<file path="src/rtl/gol_run_controller.sv">
// gol_run_controller
//   Sequencer for an 8x8 Game of Life board. Holds the board register, presents
//   it to an external combinational next-generation datapath, and captures the
//   datapath result once per generation tick. Handles load/start/stop/step
//   commands, counts generations and halts automatically on extinction, still
//   life, period-2 oscillation or a generation limit.
//
// Ports
//   clk          system clock, rising edge
//   reset        asynchronous active-low reset
//   load         copy seed_in into the board (level, highest priority)
//   seed_in      seed pattern, bit index r*8+c
//   start        enter free-running evolution
//   stop         pause evolution, return to IDLE
//   step         advance one generation from IDLE or HALT
//   period_in    clocks per generation (0 behaves as 1), sampled live
//   gen_limit    halt after this many generations since load (0 = no limit)
//   next_board   datapath result computed from board_out
//   board_out    current board
//   gen_count    generations since last load, saturating
//   running      high while in RUN
//   gen_tick     high during the cycle whose closing edge advances the board
//   done         one-cycle pulse after the edge that enters HALT
//   halt_reason  0 none, 1 extinct, 2 still, 3 period-2, 4 limit
module gol_run_controller #(
  parameter int BOARD_W = 64,
  parameter int DIV_W   = 24,
  parameter int GEN_W   = 16
) (
  input  logic               clk,
  input  logic               reset,
  input  logic               load,
  input  logic [BOARD_W-1:0] seed_in,
  input  logic               start,
  input  logic               stop,
  input  logic               step,
  input  logic [DIV_W-1:0]   period_in,
  input  logic [GEN_W-1:0]   gen_limit,
  input  logic [BOARD_W-1:0] next_board,
  output logic [BOARD_W-1:0] board_out,
  output logic [GEN_W-1:0]   gen_count,
  output logic               running,
  output logic               gen_tick,
  output logic               done,
  output logic [2:0]         halt_reason
);

  typedef enum logic [1:0] {
    S_IDLE = 2'd0,
    S_RUN  = 2'd1,
    S_HALT = 2'd2
  } state_t;

  state_t             state;
  logic [BOARD_W-1:0] prev_board;
  logic               prev_valid;
  logic [DIV_W-1:0]   tick;
  logic [DIV_W-1:0]   period_m1;
  logic               advance;
  logic [2:0]         halt_code;

  // First matching condition wins; evaluated on the board about to be committed.
  function automatic logic [2:0] halt_check(
    input logic [BOARD_W-1:0] nb,
    input logic [BOARD_W-1:0] cur,
    input logic [BOARD_W-1:0] prev,
    input logic               pv,
    input logic [GEN_W-1:0]   cnt,
    input logic [GEN_W-1:0]   lim
  );
    logic [GEN_W-1:0] cnt_inc;
    cnt_inc = cnt + GEN_W'(1);
    if (nb == '0)                          return 3'd1;
    else if (nb == cur)                    return 3'd2;
    else if (pv && (nb == prev))           return 3'd3;
    else if ((lim != '0) && (cnt_inc == lim)) return 3'd4;
    else                                   return 3'd0;
  endfunction

  function automatic logic [GEN_W-1:0] sat_inc(input logic [GEN_W-1:0] v);
    return (v == '1) ? v : v + GEN_W'(1);
  endfunction

  // A zero period behaves as one clock per generation.
  always_comb begin
    period_m1 = '0;
    if (period_in != '0) period_m1 = period_in - DIV_W'(1);
  end

  // Advance decision follows load > stop > start > step. Using >= lets a live
  // shrink of period_in advance on the next cycle instead of wrapping tick.
  always_comb begin
    advance = 1'b0;
    if (reset && !load && !stop) begin
      if (state == S_RUN) advance = (tick >= period_m1);
      else                advance = !start && step;
    end
  end

  assign gen_tick  = advance;
  assign halt_code = halt_check(next_board, board_out, prev_board, prev_valid,
                                gen_count, gen_limit);

  always_ff @(posedge clk or negedge reset) begin
    if (!reset) begin
      state       <= S_IDLE;
      board_out   <= '0;
      prev_board  <= '0;
      prev_valid  <= 1'b0;
      gen_count   <= '0;
      tick        <= '0;
      running     <= 1'b0;
      done        <= 1'b0;
      halt_reason <= 3'd0;
    end else begin
      done <= 1'b0;
      if (load) begin
        state       <= S_IDLE;
        board_out   <= seed_in;
        gen_count   <= '0;
        prev_valid  <= 1'b0;
        halt_reason <= 3'd0;
        tick        <= '0;
        running     <= 1'b0;
      end else if (stop) begin
        state   <= S_IDLE;
        tick    <= '0;
        running <= 1'b0;
      end else if (advance) begin
        prev_board <= board_out;
        board_out  <= next_board;
        gen_count  <= sat_inc(gen_count);
        prev_valid <= 1'b1;
        tick       <= '0;
        if (halt_code != 3'd0) begin
          state       <= S_HALT;
          halt_reason <= halt_code;
          done        <= 1'b1;
          running     <= 1'b0;
        end
      end else if (start && (state != S_RUN)) begin
        state       <= S_RUN;
        tick        <= '0;
        halt_reason <= 3'd0;
        running     <= 1'b1;
      end else if (state == S_RUN) begin
        tick <= tick + DIV_W'(1);
      end
    end
  end

endmodule

</file>
<file path="config.mk">
export PLATFORM = sky130hd
export DESIGN_NAME = gol_run_controller
export DESIGN_NICKNAME = d
export VERILOG_FILES = /design/src/rtl/gol_run_controller.sv
export SDC_FILE = /design/constraint.sdc
export NUM_CORES = 1
export LEC_CHECK = 0
export CORE_AREA = 2 2 149 151
export CTS_CLUSTER_SIZE = 24
export DETAILED_ROUTE_END_ITERATION = 8
export DIE_AREA = 0 0 151 153
export GPL_TIMING_DRIVEN = 0
export PLACE_DENSITY = 0.89
export SYNTH_ARGS = -nofsm -noshare
export SYNTH_HDL_FRONTEND = slang
export SYNTH_SLANG_ARGS = --single-unit
</file>
<file path="constraint.sdc">
create_clock -name clk -period 5.2 [get_ports clk]
set_input_delay 0.78 -clock clk [delete_from_list [all_inputs] [get_ports clk]]
set_output_delay 0.78 -clock clk [all_outputs]
set_load 0.05 [all_outputs]
</file>
==> run metrics <==
Initial Util 50.2%; Antenna Violating Nets Remaining 0; cell area after synthesis 10800 um2; switching power 1.40 mW; Filler cells 1673; Worst-path clk slew 0.07 ns; Worst-Margin Slew 0.786 ns; final net count 1713; Final setup viols 0; cell area power density 282 nW/um2; Gate power share 25.8%; Design Power 4.12 mW; via count 10.8k; worst endpoint data arrival time 4.26 ns; r2r startpoint tick[0]$_DFFE_PN0P_; #FFs+latches synth 175; # port buffers 259; crit-path max FO 8; Final HPWL DP 28300 um; Final GP Congestion 1.00; CP bufs+invs 5; VDD IR-drop max 0.000227 V; Synth cell types 60; post-synth top area cell dfrtp_1; WS Path Type in -> out; Critical path origin period_in[14]; Startpoint Class primary input; 1st-iter DRT viols 937; Area after DPL 13800 um2; Tmin final 5.04 ns; Rel. slew slack 47.6%; CP top delay family simple AND/OR/NAND/NOR gates; final core utilization 68.0%; Top FF cell, synth dfrtp_1; Synth Area per Inst 8.80 um2; CP Cell Sequence clkdlybuf4s50_1, nor4_2, and4b_1, nand4b_1, and2_1, ha_1, nand2b_1, a2111o_1, a31oi_1, o211ai_1, buf_4, nand2_8, inv_6, buf_12, buf_8; P_leak 6.42 nW; area grow syn2layout 35.4%; Critical Path RT 4.42 ns; final hold violations 0; cell internal pwr 2.72 mW; DRC errors left 0; Tcrit/Tclk final 97.0%; Die X 151 um; Net Sw Frac 34.0%; CTS tree yes; CP max stage cell nor4_2; pin count of the biggest net entering global routing 91; leading cell type in the layout, fill and taps excluded nand2_1; Inst Count DP 1766; WHS 0.327 ns; vias in the first global route 10.8k; final WL 37900 um; first-pass GRT wire length 57900 um; Clock Tree Buf Depth 2; die area 23100 um2; commonest cells after routing, fill and taps aside nand2_1 (310), clkdlybuf4s50_1 (250), dfrtp_1 (175); Syn Nets 1428; grt total ovfl 0; gr usage total 32.6%; worst-skew pair later-pin latency 0.43 ns; Async SR Flop Fraction 100%; Fmax 198 MHz; maxcap violations 0; antenna violations before repair 3; max incr delay on CP 0.53 ns; Avg WL per Cell 21.0 um; Avg Vias per Cell 5.99; htree depth 4; overall die height 153 um; Critical Path Sink Type output port; num rows 54; sequential fraction of the synthesis area 40.6%; Final Skew 0.0113 ns; core box area 21500 um2; share of layout cells above drive strength 1 5.51%; Final Instance Area 14600 um2; status complete, no violations; top cell type's share of synthesized area 40.6%; top cells by area, synth dfrtp_1 (41%), xnor2_1 (12%), nand2_1 (11%); Post-Layout Cell Count 1805; Sink Count 175; clock root cell clkbuf_16; r2r setup slk 1.89 ns; Post-Syn Instances 1226; clock share of power 32.9%; clock buffer count from CTS 17; Seq pwr share 41.3%; Post-synth EDFFs 0; hold crit path type in -> async; DRT Pass-1 Iters 7; Syn. warnings 0; Max Slew Vio Count 0; IO Pins 260
-- through the flow --
step                setup WS (ns)  setup TNS (ns)
floorplan                   0.255               0
global placement            -5.56        -1400.81
detailed placement          -1.89          -67.30
CTS                        0.0293               0
global route              -0.0414         -0.0414
finish                      0.156               0
-- cell usage after synthesis (5+ instances only) --
master and count:
and3_1 9, o211ai_1 5, nand2b_1 7, buf_2 12
inv_1 15, mux2i_1 65, nand4_1 43, ha_1 28
and4_1 9, nor3_1 20, a21oi_1 16, clkbuf_1 36
xor2_1 47, nand2_1 314, dfrtp_1 175, nor2_1 58
xnor2_1 142, a221o_1 8, nand3_1 23, nor4_1 47
o21ai_0 83
-- final timing paths --
path | end | cells past startpoint
worst max-delay path | gen_tick | 15
worst min-delay path | board_out[54]$_DFFE_PN0P_ | 1
worst max register to register | prev_board[39]$_DFFE_PN0P_ | 12
worst min register to register | halt_reason[0]$_DFFE_PN0P_ | 1
max in group asynchronous | state[1]$_DFFE_PN0P_ | 2
min in group clk | halt_reason[0]$_DFFE_PN0P_ | 1
-- state kept, by name, summed over array words and instances, names as in the netlist --
name / flops
halt_reason: 3
prev_board: 64
prev_valid: 1
board_out: 64
gen_count: 16
tick: 24
done: 1
state: 2
-- power groups by stage --
stage / sequential (mW) / clock, mW / combinational [mW]
after detailed placement: 1.72 / 0 / 1.03
after global routing: 1.72 / 1.42 / 1.13
after CTS: 1.69 / 1.37 / 1.05
final: 1.70 / 1.36 / 1.06
after global placement: 1.71 / 0 / 1.00
after floorplan: 1.85 / 0 / 0.407
-- cell type report --
class	instances	area, um2	share of cell area [%]
multi-input combinational	981	6240	42.7
sequential	175	4380	30.0
timing repair buffer	267	2700	18.5
clock buffer	17	425	2.91
tap	280	350	2.40
buffer	53	246	1.69
clock inverter	15	195	1.34
inverter	16	65.1	0.445
antenna	1	2.50	0.0171
-- kinds of logic after synthesis --
kind of cell               synth area share [%]
adders and majority gates                  3.25
xor gates and xnor gates                   15.3
AOI/OAI and AO/OA                          8.34
and+or+nand+nor                            23.7
buffers and inverters                      2.65
muxes                                      6.14
DFF                                        40.6
-- what timing repair did --
item,in CTS,in global routing
gates resized for setup,29,26
cloned,0,0
hold buffers,0,0
hold endpoints to repair,0,0
pin swaps,5,13
buffers inserted,3,4
setup endpoints to repair,60,84
-- per-layer routing --
metal | track usage, % | vias to the layer above | part of all wire, %
li1 | - | 4821 | -
met1 | 39.2 | 5170 | 37
met2 | 54.4 | 660 | 48
met3 | 8.27 | 155 | 10
met4 | 15.6 | 6 | 5.3
met5 | 0 | - | 0.11
(Power assumes the default switching activity.)
